[config.mk]
export PLATFORM = sky130hd
export DESIGN_NAME = adder_sequencer
export DESIGN_NICKNAME = d
export VERILOG_FILES = /design/src/rtl/adder_sequencer.sv
export SDC_FILE = /design/constraint.sdc
export NUM_CORES = 1
export LEC_CHECK = 0
export ABC_AREA = 0
export BUFFER_PORTS_ARGS = -buffer_cell sky130_fd_sc_hd__buf_2
export CELL_PAD_IN_SITES_DETAIL_PLACEMENT = 1
export CELL_PAD_IN_SITES_GLOBAL_PLACEMENT = 1
export CORE_ASPECT_RATIO = 1.75
export CORE_MARGIN = 3
export CORE_UTILIZATION = 40
export DETAILED_ROUTE_END_ITERATION = 12
export PLACE_DENSITY_LB_ADDON = 0.1
export SYNTH_ARGS = -nofsm -noshare
export SYNTH_HDL_FRONTEND = slang
export SYNTH_SLANG_ARGS = --single-unit
export TNS_END_PERCENT = 20
[constraint.sdc]
create_clock -name clk -period 2.15 [get_ports clk]
set_input_delay 0.5375 -clock clk [delete_from_list [all_inputs] [get_ports clk]]
set_output_delay 0.5375 -clock clk [all_outputs]
set_load 0.005 [all_outputs]
[src/rtl/adder_sequencer.sv]
// adder_sequencer: NBYTES-wide add/subtract built by time-sharing one external
// 8-bit ripple-carry adder. After a start is accepted, one operand byte per
// cycle goes to the adder, least significant byte first. The carry between
// bytes is kept in an internal register. Subtraction is A + ~B + 1.
//
// Ports:
//   clk, rst_n            clock; asynchronous active-low reset
//   start, sub            operation request (seen only in IDLE); 0=A+B, 1=A-B
//   op_a, op_b            operands, latched when start is accepted
//   busy, done            busy in CALC/DONE; done is a one-cycle result-valid pulse
//   result                sum/difference, held until the next accepted start
//   carry_out, overflow   final adder carry (1 = no borrow when subtracting);
//                         signed overflow
//   adder_a/b/cin         byte operands and carry-in to the external adder
//   adder_sum/cout        combinational result from the external adder
module adder_sequencer #(
  parameter int NBYTES = 2
) (
  input  logic                  clk,
  input  logic                  rst_n,
  input  logic                  start,
  input  logic                  sub,
  input  logic [8*NBYTES-1:0]   op_a,
  input  logic [8*NBYTES-1:0]   op_b,
  output logic                  busy,
  output logic                  done,
  output logic [8*NBYTES-1:0]   result,
  output logic                  carry_out,
  output logic                  overflow,
  output logic [7:0]            adder_a,
  output logic [7:0]            adder_b,
  output logic                  adder_cin,
  input  logic [7:0]            adder_sum,
  input  logic                  adder_cout
);

  localparam int W  = 8 * NBYTES;
  localparam int IW = (NBYTES > 1) ? $clog2(NBYTES) : 1;
  localparam logic [IW-1:0] LAST = IW'(NBYTES - 1);

  typedef enum logic [1:0] {IDLE, CALC, DONE} state_t;

  state_t        state, state_nxt;
  logic [IW-1:0] idx;
  logic [W-1:0]  a_q, b_q;
  logic          sub_q;
  logic          carry_q;
  logic          last;

  always_ff @(posedge clk or negedge rst_n) begin
    if (!rst_n) state <= IDLE;
    else        state <= state_nxt;
  end

  // The adder operand outputs are decoded from state. This makes them zero
  // in IDLE and DONE, and zero at once when reset is asserted.
  always_comb begin
    state_nxt = state;
    busy      = 1'b0;
    done      = 1'b0;
    adder_a   = '0;
    adder_b   = '0;
    adder_cin = 1'b0;
    last      = 1'b0;
    case (state)
      IDLE: begin
        if (start) state_nxt = CALC;
      end
      CALC: begin
        busy      = 1'b1;
        adder_a   = a_q[8*idx +: 8];
        adder_b   = b_q[8*idx +: 8] ^ {8{sub_q}};
        adder_cin = carry_q;
        last      = (idx == LAST);
        if (last) state_nxt = DONE;
      end
      DONE: begin
        busy      = 1'b1;
        done      = 1'b1;
        state_nxt = IDLE;
      end
      default: state_nxt = IDLE;
    endcase
  end

  always_ff @(posedge clk or negedge rst_n) begin
    if (!rst_n) begin
      idx       <= '0;
      a_q       <= '0;
      b_q       <= '0;
      sub_q     <= 1'b0;
      carry_q   <= 1'b0;
      result    <= '0;
      carry_out <= 1'b0;
      overflow  <= 1'b0;
    end else begin
      case (state)
        IDLE: begin
          if (start) begin
            a_q     <= op_a;
            b_q     <= op_b;
            sub_q   <= sub;
            carry_q <= sub;   // carry-in of 1 completes the two's complement of B
            idx     <= '0;
          end
        end
        CALC: begin
          result[8*idx +: 8] <= adder_sum;
          carry_q            <= adder_cout;
          if (last) begin
            carry_out <= adder_cout;
            overflow  <= (adder_a[7] == adder_b[7]) && (adder_sum[7] != adder_a[7]);
          end else begin
            idx <= idx + 1'b1;
          end
        end
        default: ;
      endcase
    end
  end

endmodule
Word level (Yosys, flattened, before mapping)
Index checks and enable logic that the tools add are counted.
{ "totals": {"out_inout_bits": 37, "mem_bits_rw": 0, "memories": 0, "input_bits": 45, "romBits": 0, "register_bits": 55, "latchBits": 0} }
{ "classes": {"div_mod_pow": 0, "n_shift": 4, "n_mux": 15, "eq_ne": 7, "addsub": 2, "mul": 0, "n_bitwise": 1, "order_cmp": 0, "reduce_logical": 9} }
{ "op_table": {"columns": ["cell", "n"], "rows": [
  ["$neg A4 Y34", 1],
  ["$shift A8 B34 Y16 const A", 1],
  ["$shiftx A8 B34 Y16", 1],
  ["$shiftx A16 B5 Y8", 2],
  ["$bwmux W16", 1],
  ["$mux W8", 2],
  ["$reduce_and A2 Y1", 4],
  ["$xor A8 B8 Y8", 1],
  ["$mux W1", 7],
  ["$ne A2 B2 Y1 const B", 3],
  ["$mux W2", 2],
  ["$pmux W1 S2", 2],
  ["$pmux W2 S2", 1],
  ["$reduce_and A3 Y1", 1],
  ["$eq A2 B1 Y1 const B", 1],
  ["$eq A2 B2 Y1 const B", 1],
  ["$logic_not A2 Y1", 1],
  ["$reduce_bool A2 Y1", 1],
  ["$reduce_or A2 Y1", 1],
  ["$add A1 B1 Y1 const B", 1],
  ["$eq A1 B1 Y1", 1],
  ["$logic_and A1 B1 Y1", 1],
  ["$ne A1 B1 Y1", 1]
]} }

Logic depth before layout (Yosys ltp)
Gate-level depths: netlist (run 1).
{ "logic_depth": {"ltp_word": 5, "ltp_mapped": 6, "mapped_depth_nobuf": 6} }

Least setup slack after synthesis (run 1)
OpenSTA, ideal clock, no wires.
{ "synth_path": {"kind": "register to output", "start": "register state[1]", "end": "output port adder_b[7]", "arrival_time_ns": 1.157, "path_buffers": 0, "slack_ns": 0.456, "stages_incl_launch_ff": 6, "cell_sequence": "dfrtp_1 > inv_1 > ha_1 > nand2b_1 > mux2_4 > inv_1"} }
{ "synth_via": {"elab_chain_cells": 2} }
{ "synth_lines": {"columns": ["element", "line_no", "rtl"], "rows": [
  ["from (decl)", "43", "state_t state, state_nxt;"],
  ["from (signal assigned)", "52", "else state <= state_nxt;"],
  ["$eq A2 B1 Y1", "65", "case (state)"],
  ["$mux W8", "65", null],
  ["to (decl)", "31", "output logic [7:0] adder_b,"]
]} }
Every way passes these cells.

Worst setup path in the final report (run 1)
Ends and elaborated chain as after synthesis.

==> results of run 1 <==
[synthesized netlist by cell type (all sizes together)]
cell type  number  share of area
mux2           52           0.23
mux2i          15          0.060
and2            2         0.0050
a2bb2oi         1         0.0035
o21ai           1         0.0020
nand2           5         0.0085
nor2            8          0.012
nand2b          3         0.0075
a31oi           1         0.0025
nor2b           7          0.017
a31o            1         0.0035
a21oi           8          0.016
o311a           1         0.0040
xor2            7          0.024
dfrtp          55           0.55
ha              5          0.025
nand3           1         0.0020
inv             5         0.0075
buf             7          0.016
clkbuf          1         0.0015
[path summary, 6_finish.rpt]
check                           start          to  slack (ns)  cells past startpoint
setup / recovery             state[1]  adder_b[7]        0.11                      6
hold / removal                  rst_n      a_q[9]        0.25                      1
setup reg to reg             state[1]   result[2]        0.49                      5
hold reg to reg            result[11]  result[11]        0.49                      1
max in group asynchronous       rst_n   result[0]        1.32                      2
min in group clk             op_a[13]     a_q[13]        0.44                      2
[logic make-up (layout without fill, tap and decap cells)]
family	count (synthesis)	count (layout)	synth area share
AO/OA/AOI/OAI	13	13	0.0314
buffers and inverters	13	104	0.0254
AND/OR/NAND/NOR	26	26	0.0523
flip-flops	55	55	0.548
XOR/XNOR	7	7	0.0244
multiplexers	67	67	0.294
adder cells (fa/ha/maj)	5	5	0.0249
[worst reg2reg max path, cell delays in order (launching register included)]
cell                       delay (ns)
sky130_fd_sc_hd__dfrtp_1         0.39
sky130_fd_sc_hd__inv_2           0.07
sky130_fd_sc_hd__ha_2            0.18
sky130_fd_sc_hd__buf_4           0.16
sky130_fd_sc_hd__nand2b_1        0.36
sky130_fd_sc_hd__mux2_1          0.39
[flip-flops by register name, indices dropped and copies added, names as in the netlist]
register / flops
a_q: 16
b_q: 16
carry_out: 1
carry_q: 1
idx: 1
overflow: 1
result: 16
state: 2
sub_q: 1
[report_power, final]
group	leakage [nW]	switching (W)	total [W]	internal [W]
combinational	0.880	0.00100	0.00215	0.00115
sequential	0.644	0.000279	0.00185	0.00157
clock	0.0484	0.000320	0.000585	0.000265
total	1.57	0.00160	0.00458	0.00298
[what timing repair did]
item | in CTS | in global routing
endpoints found under the hold margin | 0 | 0
endpoints found under the setup margin | 0 | 8
gates resized for setup | 0 | 5
[stage by stage]
step | hold WS, ns | area, µm² | util
floorplan | 0.242 | 2510 | -
global placement | 0.469 | 3070 | 0.514
detailed placement | 0.475 | 3070 | 0.514
CTS | 0.264 | 3170 | 0.530
global route | 0.279 | 3180 | 0.532
finish | 0.250 | 3180 | 0.532
[routing by layer]
metal  part of all wire  routed length (µm)  global-route usage  up-vias
li1                   -                   -                   -      819
met1               0.38                2060               0.169      851
met2               0.54                2940               0.300       55
met3              0.059                 317              0.0314        6
met4              0.014                  74              0.0499        0
met5                  0                   0                   0        -
[final cells by class]
type	count	area (µm²)	share of cell area
inverter	5	18.8	0.00591
clock buffer	7	86.3	0.0272
clock inverter	1	8.76	0.00276
tap	78	97.6	0.0307
multi-input combinational	118	1080	0.341
timing repair buffer	91	505	0.159
sequential	55	1380	0.434
==> flow_metrics.env, run 1 <==
export IMPL_yosys_warnings=0
export IMPL_setup_viol_count_final=0
export IMPL_initialDrtViolationCount=43
export IMPL_grt_pass1_wl_um=9070
export IMPL_pin_count_of_the_biggest_net_entering_global_routing=34
export IMPL_rows=37
export IMPL_critical_path_slowest_cell="sky130_fd_sc_hd__dfrtp_1"
export IMPL_path_max_fanout=4
export IMPL_timing_fmax_mhz=490
export IMPL_total_leakage_power_nw=1.57
export IMPL_critical_path_max_stage_delay_ns=0.41
export IMPL_grt_overflow_total=0
export IMPL_timing_critical_path_from_type="register"
export IMPL_clkLatencyLatePin_ns=0.30
export IMPL_critical_path_required_ns=1.61
export IMPL_synth_lib_cells_used_distinct=25
export IMPL_firstDrtPassIters=3
export IMPL_number_of_global_route_vias_before_repair=1940
export IMPL_period_needed_ns=2.04
export IMPL_numPortBuffers=81
export IMPL_antenna_violations_before_repair=0
export IMPL_worst_clock_skew_ns=0.00556
export IMPL_design_final_nets=326
export IMPL_clock_tree_htree_level_count=2
export IMPL_hp_class="in -> async"
export IMPL_floorplan_initialDensity=0.421
export IMPL_instances_no_fill=355
export IMPL_mostFrequentLayoutCells="81 x sky130_fd_sc_hd__buf_2, 54 x sky130_fd_sc_hd__dfrtp_1, 47 x sky130_fd_sc_hd__mux2_1"
export IMPL_maxSlewViolCount=0
export IMPL_path_buf_inv=3
export IMPL_dpl_hpwl_um=4220
export IMPL_layout_setup_ws_ns=0.110
export IMPL_synthesis_area_um2=2510
export IMPL_run_status="finished clean"
export IMPL_power_ir_vdd_worst_uv=678
export IMPL_timing_critical_path_cells="inv_2 > ha_2 > nand2b_1 > mux2_4 > inv_1 > buf_2"
export IMPL_cts_buffers=5
export IMPL_clock_root_buffer="sky130_fd_sc_hd__clkbuf_8"
export IMPL_mappedNetlistNets=236
export IMPL_core_um2=5970
export IMPL_die_area_um2=7310
export IMPL_drt_vias_per_instance=4.88
export IMPL_area_growth_synth_to_final_pct=26.4
export IMPL_fillCellCount=647
export IMPL_postRouteWirelength_um=5390
export IMPL_via_count=1731
export IMPL_max_clock_path_buffers=2
export IMPL_rsz_0062_raised_after_global_routing="no"
export IMPL_cellPowerDensity_nw_per_um2=1440
export IMPL_worst_slew_margin_rel=0.563
export IMPL_maximum_capacitance_violations=0
export IMPL_die_w_um=65.9
export IMPL_place_worst_setup_slack_ns=0.390
export IMPL_wl_per_cell_um=15.2
export IMPL_layout_drive_gt1_share=0.401
export IMPL_critical_path_top_delay_family="flip-flops"
export IMPL_die_y_um=111
export IMPL_flops_latches_synth=55
export IMPL_timing_final_crit_share=0.949
export IMPL_cts_num_sinks=55
export IMPL_io_pins=82
export IMPL_antenna_violating_nets_post_route=0
export IMPL_synth_cells=186
export IMPL_critPathKind="reg -> out"
export IMPL_drc_markers=0
export IMPL_hold_violations=0
export IMPL_fin_total_pwr_w=0.00458
export IMPL_postCtsSetupBuffers=0
export IMPL_globalRouteTotalUtil=0.159
export IMPL_timing_critical_path_to_type="primary output"
export IMPL_summed_negative_setup_slack_over_all_endpoints_ns=0
export IMPL_final_common_cell="sky130_fd_sc_hd__buf_2"
export IMPL_tightestPinTransition_ns=0.655
export IMPL_synthesis_area_per_instance_um2=13.5
export IMPL_placed_cells=347
export IMPL_tritoncts="done"
export IMPL_critPathArrivalTime_ns=1.50
export IMPL_ys_seq_area_frac=0.548
export IMPL_number_of_diodes_added_for_antenna_fixing=0
export IMPL_worst_setup_hold_path_clk_slew_ns=0.09
export IMPL_gp_routability_congestion=0.695
export IMPL_hold_buffers=0
Power figures use the tool's default switching activity.
==> run 2: changes to the inputs <==
- PLACE_DENSITY: not set -> 0.84
- PLACE_DENSITY_LB_ADDON: 0.1 -> not set
==> run 2 against run 1 <==
  * Sequential share of layout area rose by 0.20 points
  * Cell area shrank 0.55%
  * Utilization is 0.29 points lower
  * Routed wire length rose by 1.6%
  * Die area unchanged
  * Largest cell class unchanged
  * Count of clock-buffer cells in the layout fell by 2
  * Global-route usage shrank 0.17 points
==> flow_metrics.env, run 2 (synthesized netlist as in run 1, its figures left out) <==
export IMPL_cellPowerDensity_nw_per_um2=1440
export IMPL_layout_top_registers="a_q x16, b_q x16, result x16"
export IMPL_clock_tree_htree_level_count=2
export IMPL_drc_markers=0
export IMPL_mostFrequentLayoutCells="81 x sky130_fd_sc_hd__buf_2, 55 x sky130_fd_sc_hd__dfrtp_1, 47 x sky130_fd_sc_hd__mux2_1"
export IMPL_wl_per_cell_um=15.6
export IMPL_worst_slew_margin_rel=0.648
export IMPL_total_leakage_power_nw=1.54
export IMPL_die_y_um=111
export IMPL_fin_total_pwr_w=0.00456
export IMPL_number_of_diodes_added_for_antenna_fixing=0
export IMPL_final_common_cell="sky130_fd_sc_hd__buf_2"
export IMPL_die_area_um2=7310
export IMPL_timing_critical_path_to_type="primary output"
export IMPL_cts_num_sinks=55
export IMPL_area_growth_synth_to_final_pct=25.7
export IMPL_setup_viol_count_final=0
export IMPL_via_count=1729
export IMPL_worst_clock_skew_ns=0.0128
export IMPL_hold_violations=0
export IMPL_rsz_0062_raised_after_global_routing="yes"
export IMPL_clock_root_buffer="sky130_fd_sc_hd__clkbuf_8"
export IMPL_maxSlewViolCount=0
export IMPL_floorplan_initialDensity=0.421
export IMPL_design_final_nets=323
export IMPL_critPathKind="reg -> out"
export IMPL_grt_overflow_total=0
export IMPL_critPathArrivalTime_ns=1.58
export IMPL_layout_setup_ws_ns=0.0370
export IMPL_period_needed_ns=2.11
export IMPL_rows=37
export IMPL_path_max_fanout=9
export IMPL_postRouteWirelength_um=5480
export IMPL_timing_reg2reg_setup_slack_ns=0.37
export IMPL_summed_negative_setup_slack_over_all_endpoints_ns=0
export IMPL_globalRouteTotalUtil=0.158
export IMPL_firstDrtPassIters=4
export IMPL_pin_count_of_the_biggest_net_entering_global_routing=29
export IMPL_maximum_capacitance_violations=0
export IMPL_tightestPinTransition_ns=0.528
export IMPL_dpl_hpwl_um=4310
export IMPL_r2r_start="state[0]"
export IMPL_register_to_register_path_depth=5
export IMPL_io_pins=82
export IMPL_core_um2=5970
export IMPL_post_cts_resized_instances=1
export IMPL_regToRegEndpoint="b_q[8]"
export IMPL_power_ir_vdd_worst_uv=879
export IMPL_numPortBuffers=81
export IMPL_drt_vias_per_instance=4.91
export IMPL_number_of_global_route_vias_before_repair=1885
export IMPL_antenna_violating_nets_post_route=0
export IMPL_cts_buffers=5
export IMPL_timing_final_crit_share=0.983
export IMPL_critical_path_required_ns=1.61
export IMPL_place_worst_setup_slack_ns=0.268
export IMPL_initialDrtViolationCount=34
export IMPL_final_core_utilization=0.529
export IMPL_postCtsSetupBuffers=0
export IMPL_run_status="finished clean"
export IMPL_worst_setup_hold_path_clk_slew_ns=0.11
export IMPL_hold_buffers=0
export IMPL_grt_pass1_wl_um=8840
export IMPL_layout_drive_gt1_share=0.401
export IMPL_timing_fmax_mhz=473
export IMPL_antenna_violations_before_repair=0
export IMPL_clkLatencyLatePin_ns=0.31
export IMPL_timing_critical_path_from_type="register"
export IMPL_tritoncts="done"
export IMPL_gp_routability_congestion=0.748
export IMPL_hp_class="in -> async"
export IMPL_max_clock_path_buffers=2
export IMPL_die_w_um=65.9
run 2: changes by cell type in the layout (fill, tap and decap cells not counted), sizes merged:
cell	previous run	this run
buf	91	88
clkbuf	7	5
clkinvlp	0	2
clkinv	1	0
inv	5	6
run 2: final cells by class:
type / instances / area [µm²]
Inverter: 5 / 18.8
Fill cell: 658 / 2810
Clock inverter: 3 / 23.8
Tap cell: 78 / 97.6
Timing Repair Buffer: 88 / 474
Sequential cell: 55 / 1380
Multi-Input combinational cell: 118 / 1100
Clock buffer: 5 / 68.8
run 2: critical path, stage by stage (launching register included):
cell	delay, ns
sky130_fd_sc_hd__dfrtp_1	0.42
sky130_fd_sc_hd__buf_4	0.23
sky130_fd_sc_hd__mux2_2	0.36
sky130_fd_sc_hd__nand2_1	0.10
sky130_fd_sc_hd__inv_1	0.04
sky130_fd_sc_hd__buf_2	0.12
run 2: how the worst max path moves through the flow:
stage / from / endpoint / cells after the start
global placement: state[1] / adder_b[7] / 6
detailed placement: state[1] / adder_b[7] / 6
finish: idx / adder_a[7] / 5
CTS: state[1] / adder_b[7] / 6
floorplan: state[1] / adder_b[7] / 5
global route: idx / adder_b[2] / 5
run 2: per-stage QoR:
stage | hold WS (ns) | area (µm²) | instances
finish | 0.181 | 3160 | 352
global route | 0.211 | 3160 | 352
CTS | 0.195 | 3130 | 352
detailed placement | 0.475 | 3040 | 344
global placement | 0.471 | 3040 | 344
floorplan | 0.242 | 2510 | 186
run 2: per-layer routing:
| metal | wire, µm | global-route usage |
|---|---|---|
| met3 | 237 | 0.0294 |
| met2 | 3200 | 0.306 |
| met5 | 0 | 0 |
| met4 | 63 | 0.0499 |
| met1 | 1980 | 0.159 |
run 2: power breakdown:
part	leakage, nW	internal (W)	switching [W]
sequential	0.645	0.00157	0.000288
clock	0.0408	0.000234	0.000341
combinational	0.857	0.00113	0.00100
